File: config.mk
export PLATFORM = sky130hd
export DESIGN_NAME = jzjpcc_muldiv_sequencer
export DESIGN_NICKNAME = d
export VERILOG_FILES = /design/src/rtl/jzjpcc_muldiv_sequencer.sv
export SDC_FILE = /design/constraint.sdc
export NUM_CORES = 1
export LEC_CHECK = 0
export ABC_AREA = 1
export BUFFER_PORTS_ARGS = -buffer_cell sky130_fd_sc_hd__buf_4
export CAP_MARGIN = 15
export CORE_MARGIN = 2
export CORE_UTILIZATION = 30
export CTS_CLUSTER_SIZE = 16
export DETAILED_ROUTE_END_ITERATION = 8
export PLACE_DENSITY = 0.53
export SKIP_CTS_REPAIR_TIMING = 1
export SYNTH_ARGS = -nofsm -noshare
export SYNTH_HDL_FRONTEND = slang
export SYNTH_SLANG_ARGS = --single-unit
File: constraint.sdc
create_clock -name clock -period 15 [get_ports clock]
set_input_delay 1.5 -clock clock [delete_from_list [all_inputs] [get_ports clock]]
set_output_delay 1.5 -clock clock [all_outputs]
set_load 0.1 [all_outputs]
File: src/rtl/jzjpcc_muldiv_sequencer.sv
// rtl/jzjpcc_muldiv_sequencer.sv - iterative RV32M multiply/divide sequencer
// One shift-add or restoring-subtract step per clock; stalls execute until the result is ready.
`timescale 1ns/1ps
module jzjpcc_muldiv_sequencer #(
  parameter int EARLY_OUT = 1
) (
  input  logic        clock,
  input  logic        reset,
  input  logic        start,
  input  logic [2:0]  funct3,
  input  logic [31:0] operandA,
  input  logic [31:0] operandB,
  input  logic        flush,
  output logic        stallExecute,
  output logic        busy,
  output logic        resultValid,
  output logic [31:0] result
);

  localparam logic [2:0] F_MUL    = 3'b000;
  localparam logic [2:0] F_MULH   = 3'b001;
  localparam logic [2:0] F_MULHSU = 3'b010;
  localparam logic [2:0] F_DIV    = 3'b100;
  localparam logic [2:0] F_REM    = 3'b110;

  typedef enum logic [1:0] {
    IDLE = 2'd0,
    RUN  = 2'd1,
    DONE = 2'd2
  } state_t;

  state_t      state_q, state_d;
  logic [2:0]  funct3_q, funct3_d;
  logic [31:0] a_mag_q, a_mag_d;
  logic [31:0] b_mag_q, b_mag_d;
  logic        neg_q_q, neg_q_d;
  logic        neg_r_q, neg_r_d;
  logic [63:0] acc_q, acc_d;
  logic [4:0]  cnt_q, cnt_d;
  logic [31:0] result_q, result_d;

  // Operand decode at issue
  logic        a_signed, b_signed, sign_a, sign_b, is_div;
  logic [31:0] a_mag_in, b_mag_in;
  logic        div_by_zero, div_overflow, early;
  logic [31:0] early_val;

  always_comb begin
    a_signed     = (funct3 == F_MULH) | (funct3 == F_MULHSU) | (funct3 == F_DIV) | (funct3 == F_REM);
    b_signed     = (funct3 == F_MULH) | (funct3 == F_DIV) | (funct3 == F_REM);
    sign_a       = a_signed & operandA[31];
    sign_b       = b_signed & operandB[31];
    a_mag_in     = sign_a ? -operandA : operandA;
    b_mag_in     = sign_b ? -operandB : operandB;
    is_div       = funct3[2];
    div_by_zero  = is_div & (operandB == 32'd0);
    div_overflow = ((funct3 == F_DIV) | (funct3 == F_REM)) &
                   (operandA == 32'h8000_0000) & (operandB == 32'hFFFF_FFFF);
    early        = (EARLY_OUT != 0) & (div_by_zero | div_overflow);
    if (div_by_zero) begin
      early_val = funct3[1] ? operandA : 32'hFFFF_FFFF;
    end else begin
      early_val = funct3[1] ? 32'd0 : 32'h8000_0000;
    end
  end

  // One iteration step
  logic        mul_bit, div_bit, ge;
  logic [4:0]  div_idx;
  logic [32:0] mul_sum, rem_sh, rem_sub;
  logic [31:0] new_rem;
  logic [63:0] acc_step, prod;
  logic [31:0] quo, rem, fin;

  always_comb begin
    mul_bit = b_mag_q[cnt_q];
    div_idx = 5'd31 - cnt_q;
    div_bit = a_mag_q[div_idx];
    mul_sum = {1'b0, acc_q[63:32]} + {1'b0, (mul_bit ? a_mag_q : 32'd0)};
    rem_sh  = {acc_q[63:32], div_bit};
    rem_sub = rem_sh - {1'b0, b_mag_q};
    ge      = (rem_sh >= {1'b0, b_mag_q});
    new_rem = ge ? rem_sub[31:0] : rem_sh[31:0];
    if (funct3_q[2]) begin
      acc_step = {new_rem, acc_q[30:0], ge};
    end else begin
      acc_step = {mul_sum, acc_q[31:1]};
    end
    prod = neg_q_q ? -acc_step : acc_step;
    quo  = neg_q_q ? -acc_step[31:0] : acc_step[31:0];
    rem  = neg_r_q ? -acc_step[63:32] : acc_step[63:32];
    if (funct3_q == F_MUL) begin
      fin = prod[31:0];
    end else if (!funct3_q[2]) begin
      fin = prod[63:32];
    end else if (!funct3_q[1]) begin
      fin = quo;
    end else begin
      fin = rem;
    end
  end

  always_comb begin
    state_d  = state_q;
    funct3_d = funct3_q;
    a_mag_d  = a_mag_q;
    b_mag_d  = b_mag_q;
    neg_q_d  = neg_q_q;
    neg_r_d  = neg_r_q;
    acc_d    = acc_q;
    cnt_d    = cnt_q;
    result_d = result_q;
    if (flush) begin
      state_d = IDLE;
    end else begin
      case (state_q)
        IDLE: begin
          if (start) begin
            funct3_d = funct3;
            a_mag_d  = a_mag_in;
            b_mag_d  = b_mag_in;
            // A zero divisor must leave the quotient at all-ones regardless of dividend sign
            neg_q_d  = is_div ? ((sign_a ^ sign_b) & (operandB != 32'd0)) : (sign_a ^ sign_b);
            neg_r_d  = sign_a;
            acc_d    = 64'd0;
            cnt_d    = 5'd0;
            if (early) begin
              result_d = early_val;
              state_d  = DONE;
            end else begin
              state_d  = RUN;
            end
          end
        end
        RUN: begin
          acc_d = acc_step;
          cnt_d = cnt_q + 5'd1;
          if (cnt_q == 5'd31) begin
            result_d = fin;
            state_d  = DONE;
          end
        end
        DONE: state_d = IDLE;
        default: state_d = IDLE;
      endcase
    end
  end

  always_ff @(posedge clock or posedge reset) begin
    if (reset) begin
      state_q  <= IDLE;
      funct3_q <= 3'd0;
      a_mag_q  <= 32'd0;
      b_mag_q  <= 32'd0;
      neg_q_q  <= 1'b0;
      neg_r_q  <= 1'b0;
      acc_q    <= 64'd0;
      cnt_q    <= 5'd0;
      result_q <= 32'd0;
    end else begin
      state_q  <= state_d;
      funct3_q <= funct3_d;
      a_mag_q  <= a_mag_d;
      b_mag_q  <= b_mag_d;
      neg_q_q  <= neg_q_d;
      neg_r_q  <= neg_r_d;
      acc_q    <= acc_d;
      cnt_q    <= cnt_d;
      result_q <= result_d;
    end
  end

  assign stallExecute = ((state_q == IDLE) & start & ~flush) | (state_q == RUN);
  assign busy         = (state_q != IDLE);
  assign resultValid  = (state_q == DONE);
  assign result       = result_q;

endmodule

# After elaboration in Yosys (flattened, before gate mapping)
# Cells that the tools add are included.
# word_totals
regBits	172
in_bits	71
elab_cells	95
# op_classes
mux	32
reduce_logical	10
n_lt_le_gt_ge	3
bitwise	18
n_addsub	9
n_eq_ne	14
# op_table
operator	n
$mux 32	15
$mux 64	3
$neg 32->32	4
$pmux 64 s2	1
$eq 32x32->1 const B	2
$neg 64->64	1
$pmux 32 s2	1
$add 32x32->33	1
$ge 33x32->1	1
$logic_not 32->1	1
$reduce_bool 32->1	1
$sub 32x32->32	1
$lt 5x6->1 const B	2
$bmux 1 s5	2
$pmux 5 s2	1
$and 1x1->1	8
$mux 2	4
$or 1x1->1	8
$eq 3x3->1 const B	2
$ne 2x2->1 const B	3
$ne 3x3->1 const B	2
$reduce_and 3->1	2
$add 5x1->5 const B	1
$eq 5x5->1 const B	1
15 further kinds	18

# Longest topological paths before layout
# Gate-level depths: netlist of the first run.
# depth
depth_word	13
depth_mapped	39

# Least setup slack after synthesis of the first run
# No wires, ideal clock.
# synth_path
kind	register to register
start	register cnt_q[0]
end	register result_q[26], in the netlist result[26]
path_buffers	5
stages_incl_launch_ff	30
path_slack_ns	10.289
period_less_slack_ns	4.711
arrival_time_ns	4.590
required_time_ns	14.879
cell_sequence	dfrtp_1 -> buf_2 -> clkbuf_1 -> clkbuf_1 -> clkbuf_1 -> o21ai_0 -> a31oi_1 -> nor3_1 -> nor2_1 -> clkbuf_1 -> nor2_1 -> ha_1 -> fa_1 -> o21ai_0 -> nand3_2 -> inv_1 -> ha_1 -> inv_1 -> nor3_1 -> nand4_2 -> nor2_2 -> nand2_2 -> nand2_1 -> nand3_1 -> nand2_1 -> nor2_1 -> nor2_1 -> nand2_1 -> nand2_1 -> a21boi_1
# synth_between
elab_chain_len	13
elab_cells_between_ends	25
classes_between	add/sub: 6; order compare: 1; eq/ne: 2; mux: 15; reduce/logical: 1
# synth_lines
item	line_no	source
start, declared	39	logic [4:0] cnt_q, cnt_d;
start signal, assigned	168	cnt_q <= cnt_d;
$sub 5x5->5	77	div_idx = 5'd31 - cnt_q;
$bmux 1 s5	78	div_bit = a_mag_q[div_idx];
$mux 1 (not written as such)	78	
$sub 32x32->32 / $ge 33x32->1 (equally long branches)	81, 82	
$mux 32	83	new_rem = ge ? rem_sub[31:0] : rem_sh[31:0];
$mux 64	84	if (funct3_q[2]) begin
$neg 32->32	91	rem = neg_r_q ? -acc_step[63:32] : acc_step[63:32];
$mux 32	91	
$mux 32	96	end else if (!funct3_q[1]) begin
$mux 32	94	end else if (!funct3_q[2]) begin
$mux 32	92	if (funct3_q == F_MUL) begin
$mux 32	138	if (cnt_q == 5'd31) begin
$pmux 32 s2	116	case (state_q)
end signal, assigned	169	result_q <= result_d;
end, declared	40	logic [31:0] result_q, result_d;
# Parallel ways exist; a longest one is shown, timed or not. The select of a mux whose other input is x is not followed.
# A chain may end at the register's enable or synchronous reset.

# Worst setup path after layout of the first run
# layout_path
start	register cnt_q[0]
end	register result_q[18], in the netlist result[18]
# The elaborated chain is that of the path after synthesis.

==> results of run 1 <==
[metrics by stage]
| step | hold slack, ns | util (%) | worst slack (ns) | instances | area [sq um] |
|---|---|---|---|---|---|
| after CTS | 0.4857 | 33.81 | 8.709 | 4039 | 20900 |
| after global routing | 0.5222 | 33.83 | 8.327 | 4040 | 20920 |
| after global placement | 0.4641 | 32.82 | 8.674 | 4007 | 20290 |
| final | 0.4790 | 33.83 | 8.710 | 4040 | 20920 |
| after floorplan | 0.4489 | - | 8.840 | 3154 | 18800 |
| after detailed placement | 0.4650 | 32.82 | 8.716 | 4007 | 20290 |
[worst reg2reg max path: cells and delay by family (launching register included)]
kind	cells	cell delay [ns]
AO/OA/AOI/OAI	6	0.96
adder cells (fa/ha/maj)	2	0.55
buffers and inverters	3	0.86
flip-flops	1	0.70
AND/OR/NAND/NOR	24	3.10
[final timing paths]
| check | startpoint | endpoint | cells past startpoint |
|---|---|---|---|
| max in group asynchronous | reset | neg_q_q$_DFFE_PP0P_ | 3 |
| hold reg to reg | a_mag_q[27]$_DFFE_PP0P_ | a_mag_q[27]$_DFFE_PP0P_ | 2 |
| setup reg to reg | cnt_q[0]$_DFFE_PP0P_ | result[18]$_DFFE_PP0P_ | 35 |
| min in group asynchronous | reset | b_mag_q[6]$_DFFE_PP0P_ | 2 |
| setup / recovery | cnt_q[0]$_DFFE_PP0P_ | result[18]$_DFFE_PP0P_ | 35 |
| hold / removal | a_mag_q[27]$_DFFE_PP0P_ | a_mag_q[27]$_DFFE_PP0P_ | 2 |
[area by class of cell]
cell class                      instances  area (sq um)  area share, %
Inverter                              480          1809          8.649
Multi-Input combinational cell       2394         12190          58.30
Tap cell                              837          1047          5.007
Clock inverter                         13         158.9         0.7597
Sequential cell                       172          4309          20.60
Clock buffer                           19         452.9          2.165
Timing Repair Buffer                  125         945.9          4.522
[sequential cells by signal, indices dropped and copies added, names as in the netlist]
signal / count
neg_q_q: 1
result: 32
funct3_q: 3
neg_r_q: 1
state_q: 2
cnt_q: 5
b_mag_q: 32
a_mag_q: 32
acc_q: 64
[kinds of logic (layout without fill, tap and decap cells)]
kind of cell    after synthesis  in the layout  synth area share, %
simple gates               1688           1688                39.27
buf+inv                     588            637                12.35
compound gates              529            529                15.70
flops                       172            172                22.89
xor+xnor                    104            104                4.844
fa+ha+maj                    73             73                4.937
[placed cells by master, fill, tap and decap left out, types with 15 or more instances in the layout]
cell type,Yosys,layout
nand2_2,17,18
nand3_2,15,15
clkbuf_16,0,17
dfrtp_1,172,170
a21oi_1,160,160
o22ai_1,30,30
nand2_1,862,861
nor2_1,348,346
xor2_1,97,97
or2_2,38,38
nand3_1,253,253
nor2_2,21,23
nor3_1,33,31
ha_1,71,71
buf_4,3,124
o21ai_1,15,15
inv_1,467,465
nand4_1,55,55
o21ai_0,236,236
[Yosys cell counts (4+ instances only)]
cell type	instances	area (sq um)
nand2_1	862	3236
inv_1	467	1753
nor2_1	348	1306
nand3_1	253	1266
o21ai_0	236	1181
dfrtp_1	172	4304
a21oi_1	160	800.8
xor2_1	97	849.6
ha_1	71	888.4
clkbuf_1	69	259.0
nand4_1	55	344.1
or2_2	38	237.7
nor3_1	33	165.2
o22ai_1	30	187.7
nor2_2	21	131.4
buf_2	19	95.09
nand2_2	17	106.4
nand3_2	15	150.1
o21ai_1	15	75.07
o21ai_2	14	122.6
a21boi_1	13	97.59
nor4_1	11	68.82
a31oi_1	10	62.56
nand3b_1	10	75.07
o211ai_1	9	67.56
buf_1	8	30.03
o21bai_1	8	60.06
a2bb2oi_1	7	61.31
buf_6	7	78.83
inv_2	7	26.28
xnor2_1	7	61.31
clkinv_1	6	22.52
nand4_2	6	75.07
nor2_4	6	67.56
a21oi_2	4	35.03
o221ai_1	4	35.03
[metal layers]
layer,track usage [%],vias up,wire length (microns)
met5,0,-,0
met4,9.479,0,3045
met3,3.337,105,5346
met2,38.65,830,35460
met1,34.91,9616,36690
li1,-,10210,-
==> results.md, run 1 <==
* Status: completed
* Synth Flop Type: dfrtp_1
* First-pass GRT wire length at 120500 microns
* Synth Cell Area at 18800 sq um
* Worst path slowest cell: dfrtp_1
* WL per Instance at ~20 microns
* DRT Pass-1 Iters at 6
* Nets at 3334
* Hold Crit Class: reg -> reg
* CTS tree: yes
* RSZ-0062 raised after global routing: false
* CP peak stage delay at 0.70 ns
* Avg Synthesized Cell Area at 5.962 sq um
* Crit path buf inv count at 3
* Max cap viols at 0
* Port bufs at 105
* Seq/Total Area, Yosys at approximately 23%
* FMAX at between 150 and 200 MHz
* Chip height at 254.4 microns
* Area delta synth->final at 11.25%
* CP Launch Type: flop
* Minimum clock period at between 6 and 7 ns
* Critical Path RT at 15.35 ns
* Total CTS buffers at 17
* Cell family with most CP delay: simple AND/OR/NAND/NOR gates
* Setup crit end kind: flop
* Post-Syn Instances at 3154
* Post-Syn Nets at ~3300
* Worst Path Arrival at 6.64 ns
* Slew Limit Headroom at 35.27%
* Total clock sinks at 172
* DP HPWL at 64250 microns
* # rows at between 90 and 100
* Seq cells post-synth at 172
* Share of post-route cells with drive strength above 1 at a little under a tenth
* CTS H-tree lvls at 4
* CP Max Fanout at 41
* Final Hold Violating Endpoints at 0
* Post-route DRC at 0
* Yosys Warn Count at 0
* Fin crit share at 41.93%
* Overall via count from detail_route at 20760
* Worst-skew pair later-pin latency at 0.47 ns
* Post-synth EDFFs at 0
* # setup viols final at 0
* CTS Buffer Depth at 2
* Tightest Pin Transition at 0.9709 ns
* Worst-path clk slew at 0.08 ns
* DRT antenna net count at 0
* Ys async rst share at 100.0%
* DRT iter0 DRCs at 2431
* Synth cell types at 58
* Setup tns final at 0 ns
* Max Slew Vio Count at 0
* N_diodes at 0
* Die Span X at between 200 and 300 microns
* Fillers at about 7000
* GRT Total Usage at 24.88%
* Initial antenna violation count at 1
* CTS Root Cell: clkbuf_16
* Vias in the first global route at between 15000 and 20000
* Most used cell, CP: nand2_1
* Worst reg-to-reg setup slack at 8.71 ns
* Final RePlAce weighted congestion at 0.9676
* Worst setup path class: reg -> reg
* Total Wirelength at between 80000 and 90000 microns
* Vias per cell at 5.138
* Area of the core at 61830 sq um
* # IOs at 106
* Total global routing overflow at 0
* Setup Skew at 0.008085 ns
* Initial Util at a little under a third
* Largest net degree at the start of global routing at 111
* Die area at 64700 sq um
Power of run 1 is left out: the tool's default activity adds up to more than one toggle a clock period on the data nets, which glitch-free logic cannot reach.
==> run 2: changes to the inputs <==
PLACE_DENSITY = 0.55   (was 0.53)
clock period = 5.4 ns   (was 15 ns; I/O delays follow)
==> results.md, run 2 (synthesized netlist as in run 1, its figures left out) <==
* Status: completed
* First-pass GRT wire length at between 100000 and 150000 microns
* Sequential cell area at 4309 sq um
* CTS H-tree lvls at 4
* FMAX at 198.0 MHz
* Largest net degree at the start of global routing at 111
* N_diodes at 0
* Worst-path clk slew at 0.07 ns
* Critical Path RT at 5.77 ns
* Setup Skew at ~0.018 ns
* RSZ-0062 raised after global routing: false
* Most used cell, CP: nand2_1
* CP Max Fanout at between 50 and 60
* Setup crit end kind: flop
* Tightest Pin Transition at 0.9767 ns
* Most common cell after layout, fill and taps aside: nand2_1
* Minimum clock period at 5.051 ns
* Final Hold Violating Endpoints at 0
* Die Span X at 254.4 microns
* Overall via count from detail_route at roughly 21000
* Total clock sinks at 172
* Setup tns final at 0 ns
* Max Slew Vio Count at 0
* Initial antenna violation count at 0
* DP HPWL at 64290 microns
* Port bufs at roughly 110
* Nets at 3366
* Multi-input gate area at 12250 sq um
* GRT Total Usage at 24.77%
* Most frequent cells in the layout: nand2_1 (859), inv_1 (465), nor2_1 (340)
* Die area at 64700 sq um
* Total CTS buffers at 17
* Max FFs per register at 64
* Share of post-route cells with drive strength above 1 at 10.88%
* # IOs at 106
* Hold Crit Class: in -> async
* CTS Root Cell: clkbuf_16
* Worst path slowest cell: dfrtp_1
* Initial Util at 30.41%
* Fin crit share at 93.54%
* Chip height at 254.4 microns
* # setup viols final at 0
* DRT Pass-1 Iters at 7
* DRT antenna net count at 0
* CP Launch Type: flop
* # rows at 91
* CTS tree: yes
* Max cap viols at 0
* Total Wirelength at 79540 microns
* Area of the core at 61830 sq um
* Total global routing overflow at 0
* CTS Buffer Depth at 2
* CP peak stage delay at 0.38 ns
* Worst Path Arrival at 5.42 ns
* Slew Limit Headroom at 34.89%
* Worst-skew pair later-pin latency at about 0.48 ns
* Fillers at 6921
* Biggest register: acc_q
* Worst setup path class: reg -> reg
* Final RePlAce weighted congestion at about 1.0
* DRT iter0 DRCs at 2240
* WL per Instance at 19.53 microns
* Post-route DRC at 0
* Vias per cell at 5.120
* Vias in the first global route at 19120
* Area delta synth->final at 12.60%
-- run 2: cell types whose count changed in the layout (fill, tap and decap cells not counted), moves of 3 or more --
cell / change
buf_4: +31
nor2_1: -6
nor2_2: +5
nand3_1: -3
nand3_2: +3
-- run 2: worst max-delay path: cells and delay by family (launching register included) --
family	cells	cell delay, ns
AOI/OAI and AO/OA	7	1.01
and+or+nand+nor	18	2.48
adders and majority gates	1	0.37
buffers and inverters	3	0.66
DFF	1	0.38
-- run 2: stage by stage --
| stage | utilization [%] | hold WS (ns) | std cells | setup slack (ns) | instance area (sq um) |
|---|---|---|---|---|---|
| after floorplan | - | 0.4489 | 3154 | 0.1999 | 18800 |
| after global placement | 33.22 | 0.4648 | 4038 | 0.2627 | 20540 |
| after detailed placement | 33.22 | 0.4654 | 4038 | 0.2833 | 20540 |
| after CTS | 34.13 | 0.1697 | 4070 | 0.2628 | 21100 |
| after global routing | 34.25 | 0.1956 | 4072 | 0.006658 | 21170 |
| final | 34.25 | 0.1543 | 4072 | 0.3488 | 21170 |
-- run 2: worst paths after layout --
kind	startpoint	end	slack [ns]	cells past startpoint
min in group clock	flush	state_q[0]$_DFFE_PP0P_	0.30	2
worst max register to register	cnt_q[0]$_DFFE_PP0P_	result[17]$_DFFE_PP0P_	0.35	29
worst max-delay path	cnt_q[0]$_DFFE_PP0P_	result[17]$_DFFE_PP0P_	0.35	29
worst min register to register	a_mag_q[27]$_DFFE_PP0P_	a_mag_q[27]$_DFFE_PP0P_	0.48	2
worst min-delay path	reset	b_mag_q[10]$_DFFE_PP0P_	0.15	2
max in group asynchronous	reset	acc_q[49]$_DFFE_PP0P_	4.11	3
-- run 2: cell type report --
class	instances	area share, %
inverter	480	8.545
timing repair buffer	157	5.644
tap	837	4.946
clock buffer	18	2.027
sequential	172	20.35
clock inverter	14	0.6500
multi-input combinational	2394	57.84
-- run 2: per-layer routing --
metal | track usage, % | part of all wire, %
met1 | 34.79 | 45
met3 | 2.817 | 7.0
met2 | 38.48 | 44
met4 | 10.17 | 4.1
met5 | 0 | 0
Power of run 2 is left out for the same reason.
